==> config.mk <==
export PLATFORM = sky130hd
export DESIGN_NAME = sprite_line_fetch
export DESIGN_NICKNAME = d
export VERILOG_FILES = /design/src/rtl/sprite_line_fetch.sv
export SDC_FILE = /design/constraint.sdc
export NUM_CORES = 1
export LEC_CHECK = 0
export ABC_AREA = 0
export CAP_MARGIN = 20
export CORE_UTILIZATION = 43
export CTS_CLUSTER_DIAMETER = 120
export DETAILED_ROUTE_END_ITERATION = 12
export PLACE_DENSITY = 0.76
export SYNTH_ARGS = -nofsm -noshare
export SYNTH_HDL_FRONTEND = slang
export SYNTH_SLANG_ARGS = --single-unit
==> constraint.sdc <==
create_clock -name clk -period 22.8 [get_ports clk]
set_input_delay 5.7 -clock clk [delete_from_list [all_inputs] [get_ports clk]]
set_output_delay 5.7 -clock clk [all_outputs]
set_load 0.03 [all_outputs]
==> src/rtl/sprite_line_fetch.sv <==
// Walks a snapshotted per-scanline sprite slot list, re-reads each valid object's OAM
// attribute word and hands one record per enabled sprite to the line-buffer writer.
module sprite_line_fetch #(
  parameter int maxObjectPerLine = 32,
  parameter int OAMMaxObjects    = 256,
  parameter int SpriteHeight     = 16,
  localparam int SLOT_W = $clog2(maxObjectPerLine),
  localparam int ADDR_W = $clog2(OAMMaxObjects),
  localparam int ROW_W  = $clog2(SpriteHeight)
) (
  input  logic                                  clk,
  input  logic                                  reset,
  input  logic [maxObjectPerLine-1:0][ADDR_W:0] BufferArray,
  input  logic                                  line_prepeared,
  input  logic [9:0]                            sy,
  output logic [ADDR_W-1:0]                     oam_addr,
  input  logic [31:0]                           oam_data,
  output logic                                  spr_valid,
  input  logic                                  spr_ready,
  output logic [9:0]                            spr_x,
  output logic [ROW_W-1:0]                      spr_row,
  output logic [7:0]                            spr_tile,
  output logic [2:0]                            spr_palette,
  output logic [SLOT_W-1:0]                     spr_slot,
  output logic                                  busy,
  output logic                                  line_done,
  output logic                                  overrun
);

  typedef enum logic [2:0] {IDLE, SCAN, WAIT, EMIT, DONE} state_t;

  state_t                                state_q, state_d;
  logic                                  lp_q;
  logic [maxObjectPerLine-1:0][ADDR_W:0] list_q;
  logic [9:0]                            sy_q;
  logic [SLOT_W-1:0]                     ptr_q, ptr_d;
  logic [ADDR_W-1:0]                     addr_q, addr_d;
  logic                                  busy_q, overrun_q, vld_q;
  logic [9:0]                            x_q;
  logic [ROW_W-1:0]                      row_q;
  logic [7:0]                            tile_q;
  logic [2:0]                            pal_q;
  logic [SLOT_W-1:0]                     slot_q;

  logic              start, accept, capture, last_slot;
  logic [ADDR_W:0]   cur_slot;

  // Row inside the sprite: modular line distance, only the low bits are meaningful.
  function automatic logic [ROW_W-1:0] sprite_row(input logic [9:0] line, input logic [9:0] top);
    return ROW_W'(line - top);
  endfunction

  assign start     = line_prepeared && !lp_q;
  assign accept    = start && (state_q == IDLE || state_q == DONE);
  assign cur_slot  = list_q[ptr_q];
  assign last_slot = (ptr_q == SLOT_W'(maxObjectPerLine - 1));

  always_comb begin
    state_d = state_q;
    ptr_d   = ptr_q;
    addr_d  = addr_q;
    capture = 1'b0;
    case (state_q)
      SCAN: begin
        // Address goes out during SCAN so the word is on oam_data throughout WAIT.
        if (cur_slot[0]) begin
          addr_d  = cur_slot[ADDR_W:1];
          state_d = WAIT;
        end else if (last_slot) begin
          state_d = DONE;
        end else begin
          ptr_d = ptr_q + SLOT_W'(1);
        end
      end
      WAIT: begin
        if (oam_data[31]) begin
          capture = 1'b1;
          state_d = EMIT;
        end else if (last_slot) begin
          state_d = DONE;
        end else begin
          ptr_d   = ptr_q + SLOT_W'(1);
          state_d = SCAN;
        end
      end
      EMIT: begin
        if (spr_ready) begin
          if (last_slot) begin
            state_d = DONE;
          end else begin
            ptr_d   = ptr_q + SLOT_W'(1);
            state_d = SCAN;
          end
        end
      end
      DONE:    state_d = IDLE;
      default: state_d = IDLE;
    endcase
    if (accept) begin
      state_d = SCAN;
      ptr_d   = '0;
    end
  end

  always_ff @(posedge clk) begin
    if (reset) begin
      state_q   <= IDLE;
      lp_q      <= 1'b0;
      ptr_q     <= '0;
      addr_q    <= '0;
      busy_q    <= 1'b0;
      overrun_q <= 1'b0;
      vld_q     <= 1'b0;
      x_q       <= '0;
      row_q     <= '0;
      tile_q    <= '0;
      pal_q     <= '0;
      slot_q    <= '0;
    end else begin
      state_q <= state_d;
      lp_q    <= line_prepeared;
      ptr_q   <= ptr_d;
      addr_q  <= addr_d;
      if (accept)
        busy_q <= 1'b1;
      else if (state_q == DONE)
        busy_q <= 1'b0;
      if (start && !accept)
        overrun_q <= 1'b1;
      if (capture) begin
        vld_q  <= 1'b1;
        x_q    <= oam_data[30:21];
        row_q  <= sprite_row(sy_q, oam_data[20:11]);
        tile_q <= oam_data[10:3];
        pal_q  <= oam_data[2:0];
        slot_q <= ptr_q;
      end else if (state_q == EMIT && spr_ready) begin
        vld_q <= 1'b0;
      end
    end
  end

  // Snapshot of the prepared list, so the preparer is free to build the next line.
  always_ff @(posedge clk) begin
    if (accept) begin
      list_q <= BufferArray;
      sy_q   <= sy;
    end
  end

  assign oam_addr    = addr_d;
  assign spr_valid   = vld_q;
  assign spr_x       = x_q;
  assign spr_row     = row_q;
  assign spr_tile    = tile_q;
  assign spr_palette = pal_q;
  assign spr_slot    = slot_q;
  assign busy        = busy_q;
  assign line_done   = (state_q == DONE);
  assign overrun     = overrun_q;

endmodule

==> results of run 1 <==
-- flip-flops by register name, indices dropped and copies added, names as in the netlist --
register	cells
ptr_q	5
busy	1
sy_q	4
spr_palette	3
list_q	288
spr_valid	1
spr_tile	8
lp_q	1
spr_x	10
spr_slot	5
addr_q	8
spr_row	4
state_q	3
overrun	1
-- power breakdown --
group | internal (mW) | switching, mW
clock network | 0.313 | 0.228
registers | 0.731 | 0.0163
logic | 0.0940 | 0.0709
-- how the worst max path moves through the flow --
stage / slack, ns / endpoint / cells past startpoint
after floorplan: 6.13 / state_q[1]$_SDFFE_PP0P_ / 3
after CTS: 12.60 / oam_addr[1] / 8
after detailed placement: 13.15 / oam_addr[5] / 8
after global routing: 12.39 / oam_addr[6] / 8
final: 12.75 / oam_addr[6] / 8
after global placement: 13.16 / oam_addr[5] / 8
-- worst max-delay path: stages, from the launching register on --
cell             delay [ns]
dfxtp_4                0.82
buf_4                  0.73
mux4_2                 0.61
mux4_2                 0.51
nand2_1                0.10
o221ai_1               0.13
nor3_2                 0.16
nor2_1                 0.08
clkdlybuf4s50_1        0.66
-- layout make-up --
class / count / share of cell area [%]
antenna: 4 / 0.0546
clock inverter: 15 / 0.389
timing repair buffer: 374 / 20.4
tap: 390 / 2.66
sequential: 342 / 53.3
inverter: 7 / 0.143
multi-input combinational: 335 / 17.5
clock buffer: 50 / 5.55
-- stage by stage --
step	power, mW	hold slack [ns]	std cells	cell area [µm²]	utilization, %
floorplan	0.850	0.469	727	13200	-
global placement	0.922	0.442	1447	17200	57.5
detailed placement	0.927	0.447	1447	17200	57.5
CTS	1.47	0.454	1512	18300	61.1
global route	1.51	0.473	1516	18300	61.2
finish	1.45	0.453	1517	18300	61.2
-- layer usage --
| layer | vias up | global-route usage, % | wire length [µm] |
|---|---|---|---|
| met5 | - | 0 | 31 |
| met4 | 4 | 6.52 | 820 |
| met3 | 64 | 5.57 | 2520 |
| met2 | 293 | 35.4 | 16200 |
| met1 | 3826 | 23.5 | 11900 |
| li1 | 3610 | - | - |
-- cell families (layout without fill, tap and decap cells) --
family	after synthesis	after routing	synth area share [%]
AND/OR/NAND/NOR	150	150	5.36
XOR/XNOR	3	3	0.199
flip-flops	342	342	73.9
buffers and inverters	50	446	1.80
multiplexers	109	109	15.1
adder cells (fa/ha/maj)	6	6	0.625
other	0	4	0
AO/OA/AOI/OAI	67	67	3.00
-- placed cells by master (no fill, tap or decap), types with 2 or more instances in the layout --
master / netlist / final
a211oi_1: 4 / 4
a21oi_1: 46 / 46
a22oi_1: 5 / 5
and2_1: 2 / 2
buf_4: 7 / 10
clkbuf_1: 20 / 11
clkbuf_16: 0 / 39
clkdlybuf4s50_1: 0 / 363
clkinv_1: 0 / 9
clkinv_2: 0 / 4
dfxtp_1: 50 / 47
dfxtp_4: 0 / 2
diode_2: 0 / 4
edfxtp_1: 292 / 292
ha_1: 5 / 5
inv_1: 7 / 7
inv_6: 0 / 2
mux2i_1: 37 / 37
mux4_2: 72 / 72
nand2_1: 81 / 81
nand2b_1: 4 / 4
nand3_1: 7 / 7
nand4_1: 2 / 2
nor2_1: 21 / 20
nor2b_1: 6 / 6
nor3_1: 9 / 9
nor3_2: 8 / 8
o221ai_1: 8 / 8
or3_1: 3 / 3
xnor2_1: 3 / 3
==> metrics.md, run 1 <==
| Metric | Value |
|---|---|
| Status | `finished, final reports clean` |
| DP Worst Slack | `roughly 13 ns` |
| Synth top area share | `66.4%` |
| Critical path type | `flop to output pin` |
| Reg clk slew, reported paths | `0.06 ns` |
| Largest net degree at the start of global routing | `88` |
| Fmax | `99.5 MHz` |
| DRC Markers | `0` |
| # Max-Cap Violations | `0` |
| Synth area leaders | `edfxtp_1 (66%), mux4_2 (12%), dfxtp_1 (7.6%)` |
| Async SR Flop Fraction | `0%` |
| Reg2reg path depth | `7` |
| Post-CTS Setup Bufs | `0` |
| Final setup fails | `0` |
| Worst hold stages | `2` |
| Global Route Usage Sum | `20.0%` |
| Critical Path Start | `ptr_q[0]$_SDFFE_PP0P_` |
| Drt initial violations | `approximately 480` |
| Power per Cell Area | `~79 nW/µm²` |
| Crit path arrival time | `4.35 ns` |
| Final setup TNS | `0 ns` |
| Final hold violation count | `0` |
| Post-Syn Area | `13200 µm²` |
| First-pass GRT wire length | `46800 µm` |
| Worst skew pair latency | `0.51 ns` |
| Die area | `31400 µm²` |
| Leading area contributor after synthesis | `edfxtp_1` |
| Total clock sinks | `342` |
| Io pins | `376` |
| R2R Setup Slk | `19.32 ns` |
| Clock root cell | `clkbuf_16` |
| LEAKAGE | `just under 6 nW` |
| Core Footprint | `30000 µm²` |
| Core Rows | `63` |
| Post-CTS sizing | `0` |
| Worst r2r src | `ptr_q[0]$_SDFFE_PP0P_` |
| Buffers on Ports | `363` |
| Syn_area_per_cell | `18.2 µm²` |
| Max-slew violations | `0` |
| Chip width | `between 150 and 200 µm` |
| CP startpoint kind | `flop` |
| Final GP Congestion | `approximately 0.75` |
| Min-Delay Endpoint | `spr_slot[1]$_SDFFE_PP0P_` |
| Count leader, synth | `edfxtp_1` |
| Fill count | `2192` |
| Multi-input gate area | `3220 µm²` |
| Initial antenna violation count | `4` |
| Synth unique cells | `38` |
| Worst VDD drop | `just under 50 µV` |
| DP HPWL | `22000 µm` |
| Worst-path fanout max | `43` |
| Slew @ Worst Pin | `a little over 1 ns` |
| Critical Path RT | `17.10 ns` |
| Predominant post-synthesis flop cell | `edfxtp_1` |
| Most instantiated cells after synthesis | `edfxtp_1 (292), nand2_1 (81), mux4_2 (72), dfxtp_1 (50), a21oi_1 (46)` |
| Clock Path Buffers | `3` |
| WL/cell | `20.7 µm` |
| Critical Path End Type | `output pin` |
| Area Overhead vs Synth | `38.8%` |
| Crit share post-route | `44.1%` |
| Worst R2R End | `ptr_q[4]$_SDFFE_PP0P_` |
| Final nets | `~1400` |
| Detail Route Antenna Nets | `0` |
| Warning count from the yosys run | `0` |
| Global route overflow | `0` |
| Post-synth net total | `1067` |
| Post-layout min period | `about 10 ns` |
| Seq cells post-synth | `342` |
| Initial core utilization | `44.1%` |
| Final wirelength | `about 31000 µm` |
| Clock buffer count from CTS | `38` |
| Post-synth EDFFs | `292` |
| Register area share after synthesis | `73.9%` |
| Layout cell share with drive strength beyond 1 | `around 13%` |
| Vias in the first global route | `8324` |
| Initial DRT Pass Iterations | `4` |
| CTS tree | `done` |
| Chip Height | `177 µm` |
| RSZ-0062 raised after global routing | `false` |
| Gate Count Post-Synth | `727` |
| Hold Buf Count CTS | `0` |
| H-tree lvl count | `2` |
| Hold Path Origin | `spr_slot[1]$_SDFFE_PP0P_` |
| Hold Path Class | `flop to flop` |
| Clock Skew | `0.0190 ns` |
| Via count | `7797` |
| Setup ws final | `12.75 ns` |
| Register area | `9780 µm²` |
| Vias/cell | `between 5 and 6` |
| Slew HR | `between 30% and 40%` |
Note: power is estimated with default switching activity, not from simulation.
==> run 2: changes to the inputs <==
==> constraint.sdc (replaced) <==
create_clock -name clk -period 8.7 [get_ports clk]
set_input_delay 2.175 -clock clk [delete_from_list [all_inputs] [get_ports clk]]
set_output_delay 2.175 -clock clk [all_outputs]
set_load 0.03 [all_outputs]
==> run 2 against run 1 <==
Critical path depth is the same. Critical path type unchanged. Register-to-register slack got worse by 14 ns. Clock power grew to 2.7 times the previous value. Count of clock-buffer cells in the layout increased by 1. Power increased to 2.7 times the previous value. Sequential power rose to 2.6 times the previous value. Cell count fell by 0.33%. Worst setup slack got worse by 10 ns. Sequential share of layout area fell by 0.087 points.
==> metrics.md, run 2 (synthesized netlist as in run 1, its figures left out) <==
| Metric | Value |
|---|---|
| Final setup fails | `0 (unchanged)` |
| Placed insts | `1445 (-0.14%)` |
| Global route overflow | `0 (unchanged)` |
| DP Worst Slack | `2.72 ns (-10.44 ns)` |
| Setup ws final | `2.30 ns (-10.45 ns)` |
| Critical path type | `flop to output pin` |
| Post-layout min period | `6.40 ns` |
| Slew HR | `23.2% (-7.8 points)` |
| Fin area | `18400 µm² (+0.16%)` |
| Crit share post-route | `73.6%` |
| Io pins | `376 (unchanged)` |
| Via count | `7740 (-0.73%)` |
| Reg clk slew, reported paths | `0.06 ns (about the same)` |
| Worst-path fanout max | `42 (-2.3%)` |
| CTS tree | `done` |
| Gr busiest metal | `met2` |
| Clock Skew | `0.0114 ns (-0.00762 ns)` |
| CP startpoint kind | `flop` |
| Core Footprint | `30000 µm² (unchanged)` |
| Crit path arrival time | `4.23 ns (-0.12 ns)` |
| Most frequent cells in the layout | `clkdlybuf4s50_1 (362), edfxtp_1 (292), nand2_1 (81)` |
| Die area | `31400 µm² (unchanged)` |
| LEAKAGE | `5.97 nW (+0.18%)` |
| First-pass GRT wire length | `45700 µm (-2.4%)` |
| Post-CTS sizing | `0 (unchanged)` |
| Power per Cell Area | `210 nW/µm² (+170%)` |
| Drt initial violations | `523 (+8.1%)` |
| Met2 Use GR | `34.6% (-0.86 points)` |
| Slew @ Worst Pin | `1.15 ns (+0.117 ns)` |
| GR Util met1 | `23.3% (-0.22 points)` |
| Reg2reg path depth | `7 (unchanged)` |
| Final hold violation count | `0 (unchanged)` |
| Chip width | `177 µm (unchanged)` |
| Multi-input gate area | `3220 µm² (unchanged)` |
| Ant. Diodes | `0 (-4)` |
| Register area | `9780 µm² (unchanged)` |
| Clock buffer count from CTS | `37 (-2.6%)` |
| Fmax | `156 MHz` |
| Commonest non-fill, non-tap cell in the layout | `clkdlybuf4s50_1` |
| Placed Area | `17200 µm² (about the same)` |
| Hold Buf Count CTS | `0 (unchanged)` |
| Clock root cell | `clkbuf_16` |
| DP HPWL | `21800 µm (-1.1%)` |
| Core Rows | `63 (unchanged)` |
| GRT met3 Usage | `5.21% (-0.36 points)` |
| Global Route Usage Sum | `19.7% (-0.39 points)` |
| Worst VDD drop | `142 µV (+190%)` |
| Detail Route Antenna Nets | `0 (unchanged)` |
| Largest net degree at the start of global routing | `192 (+120%)` |
| Initial DRT Pass Iterations | `4 (unchanged)` |
| Max reg flops | `288 (unchanged)` |
| Worst hold stages | `2 (unchanged)` |
| Initial core utilization | `44.1% (unchanged)` |
| Post-route non-filler standard cell count | `1512 (-0.33%)` |
| Critical Path RT | `6.53 ns (-10.57 ns)` |
| H-tree lvl count | `2 (unchanged)` |
| Clock Path Buffers | `3 (unchanged)` |
| Fill count | `2195 (+0.14%)` |
| Area Overhead vs Synth | `39.1%` |
| Initial antenna violation count | `0 (-4)` |
| Buffers on Ports | `363 (unchanged)` |
| # Max-Cap Violations | `0 (unchanged)` |
| Layout cell share with drive strength beyond 1 | `12.7% (+0.10 points)` |
| Hold Path Class | `flop to flop` |
| Largest Register | `list_q` |
| Vias/cell | `5.12 (-0.40%)` |
| Critical Path End Type | `output pin` |
| Status | `finished, final reports clean` |
| WL/cell | `20.6 µm (-0.76%)` |
| Max-slew violations | `0 (unchanged)` |
| Chip Height | `177 µm (unchanged)` |
| Vias in the first global route | `8124 (-2.4%)` |
| Worst skew pair latency | `0.53 ns (+0.02 ns)` |
| RSZ-0062 raised after global routing | `false` |
| DRC Markers | `0 (unchanged)` |
| Post-CTS Setup Bufs | `0 (unchanged)` |
| Final wirelength | `31100 µm (-1.1%)` |
| Final nets | `1434 (-0.28%)` |
| Final GP Congestion | `0.795 (+6.1%)` |
| Total clock sinks | `342 (unchanged)` |
==> run 2: cell types whose count changed in the layout (fill, tap and decap cells not counted), moves of 2 or more <==
| cell | delta |
|---|---|
| buf_4 | -4 |
| clkbuf_8 | +2 |
| diode_2 | -4 |
| inv_6 | -2 |
==> run 2: per-layer routing <==
| metal | wire length [µm] | part of all wire, % |
|---|---|---|
| met3 | 2520 | 8.1 |
| met1 | 11900 | 38 |
| met4 | 908 | 2.9 |
| met2 | 15800 | 51 |
| met5 | 0 | 0 |
==> run 2: metrics by stage <==
step	total power [mW]	utilization [%]	setup TNS, ns	hold slack [ns]
floorplan	2.23	-	-1010.75	0.469
global placement	2.42	57.4	0	0.440
detailed placement	2.43	57.5	0	0.445
CTS	3.91	61.3	0	0.453
global route	4.00	61.3	0	0.472
finish	3.87	61.3	0	0.450
==> run 2: path summary, 6_finish.rpt <==
check	from	end	slack, ns
worst max-delay path	ptr_q[0]$_SDFFE_PP0P_	oam_addr[5]	2.30
worst min-delay path	spr_row[2]$_SDFFE_PP0P_	spr_row[2]$_SDFFE_PP0P_	0.45
worst max register to register	ptr_q[0]$_SDFFE_PP0P_	ptr_q[4]$_SDFFE_PP0P_	5.27
worst min register to register	spr_row[2]$_SDFFE_PP0P_	spr_row[2]$_SDFFE_PP0P_	0.45
==> run 2: layout make-up <==
cell class / count / area share, %
Clock buffer: 51 / 5.56
Clock inverter: 16 / 0.667
Timing Repair Buffer: 371 / 20.3
Multi-Input combinational cell: 335 / 17.5
Sequential cell: 342 / 53.2
Tap cell: 390 / 2.66
Inverter: 7 / 0.143
==> run 2: power by group <==
part / switching, mW / internal (mW)
clock: 0.622 / 0.856
combinational: 0.183 / 0.245
sequential: 0.0432 / 1.92
==> run 2: worst max-delay path: stages (launching register included) <==
cell and delay, ns:
dfxtp_4 0.86, buf_4 0.70, and2_1 0.30, a22oi_1 0.08
nand3_1 0.11, nand4_1 0.49, a21oi_1 0.41, nor2_1 0.08
clkdlybuf4s50_1 0.63
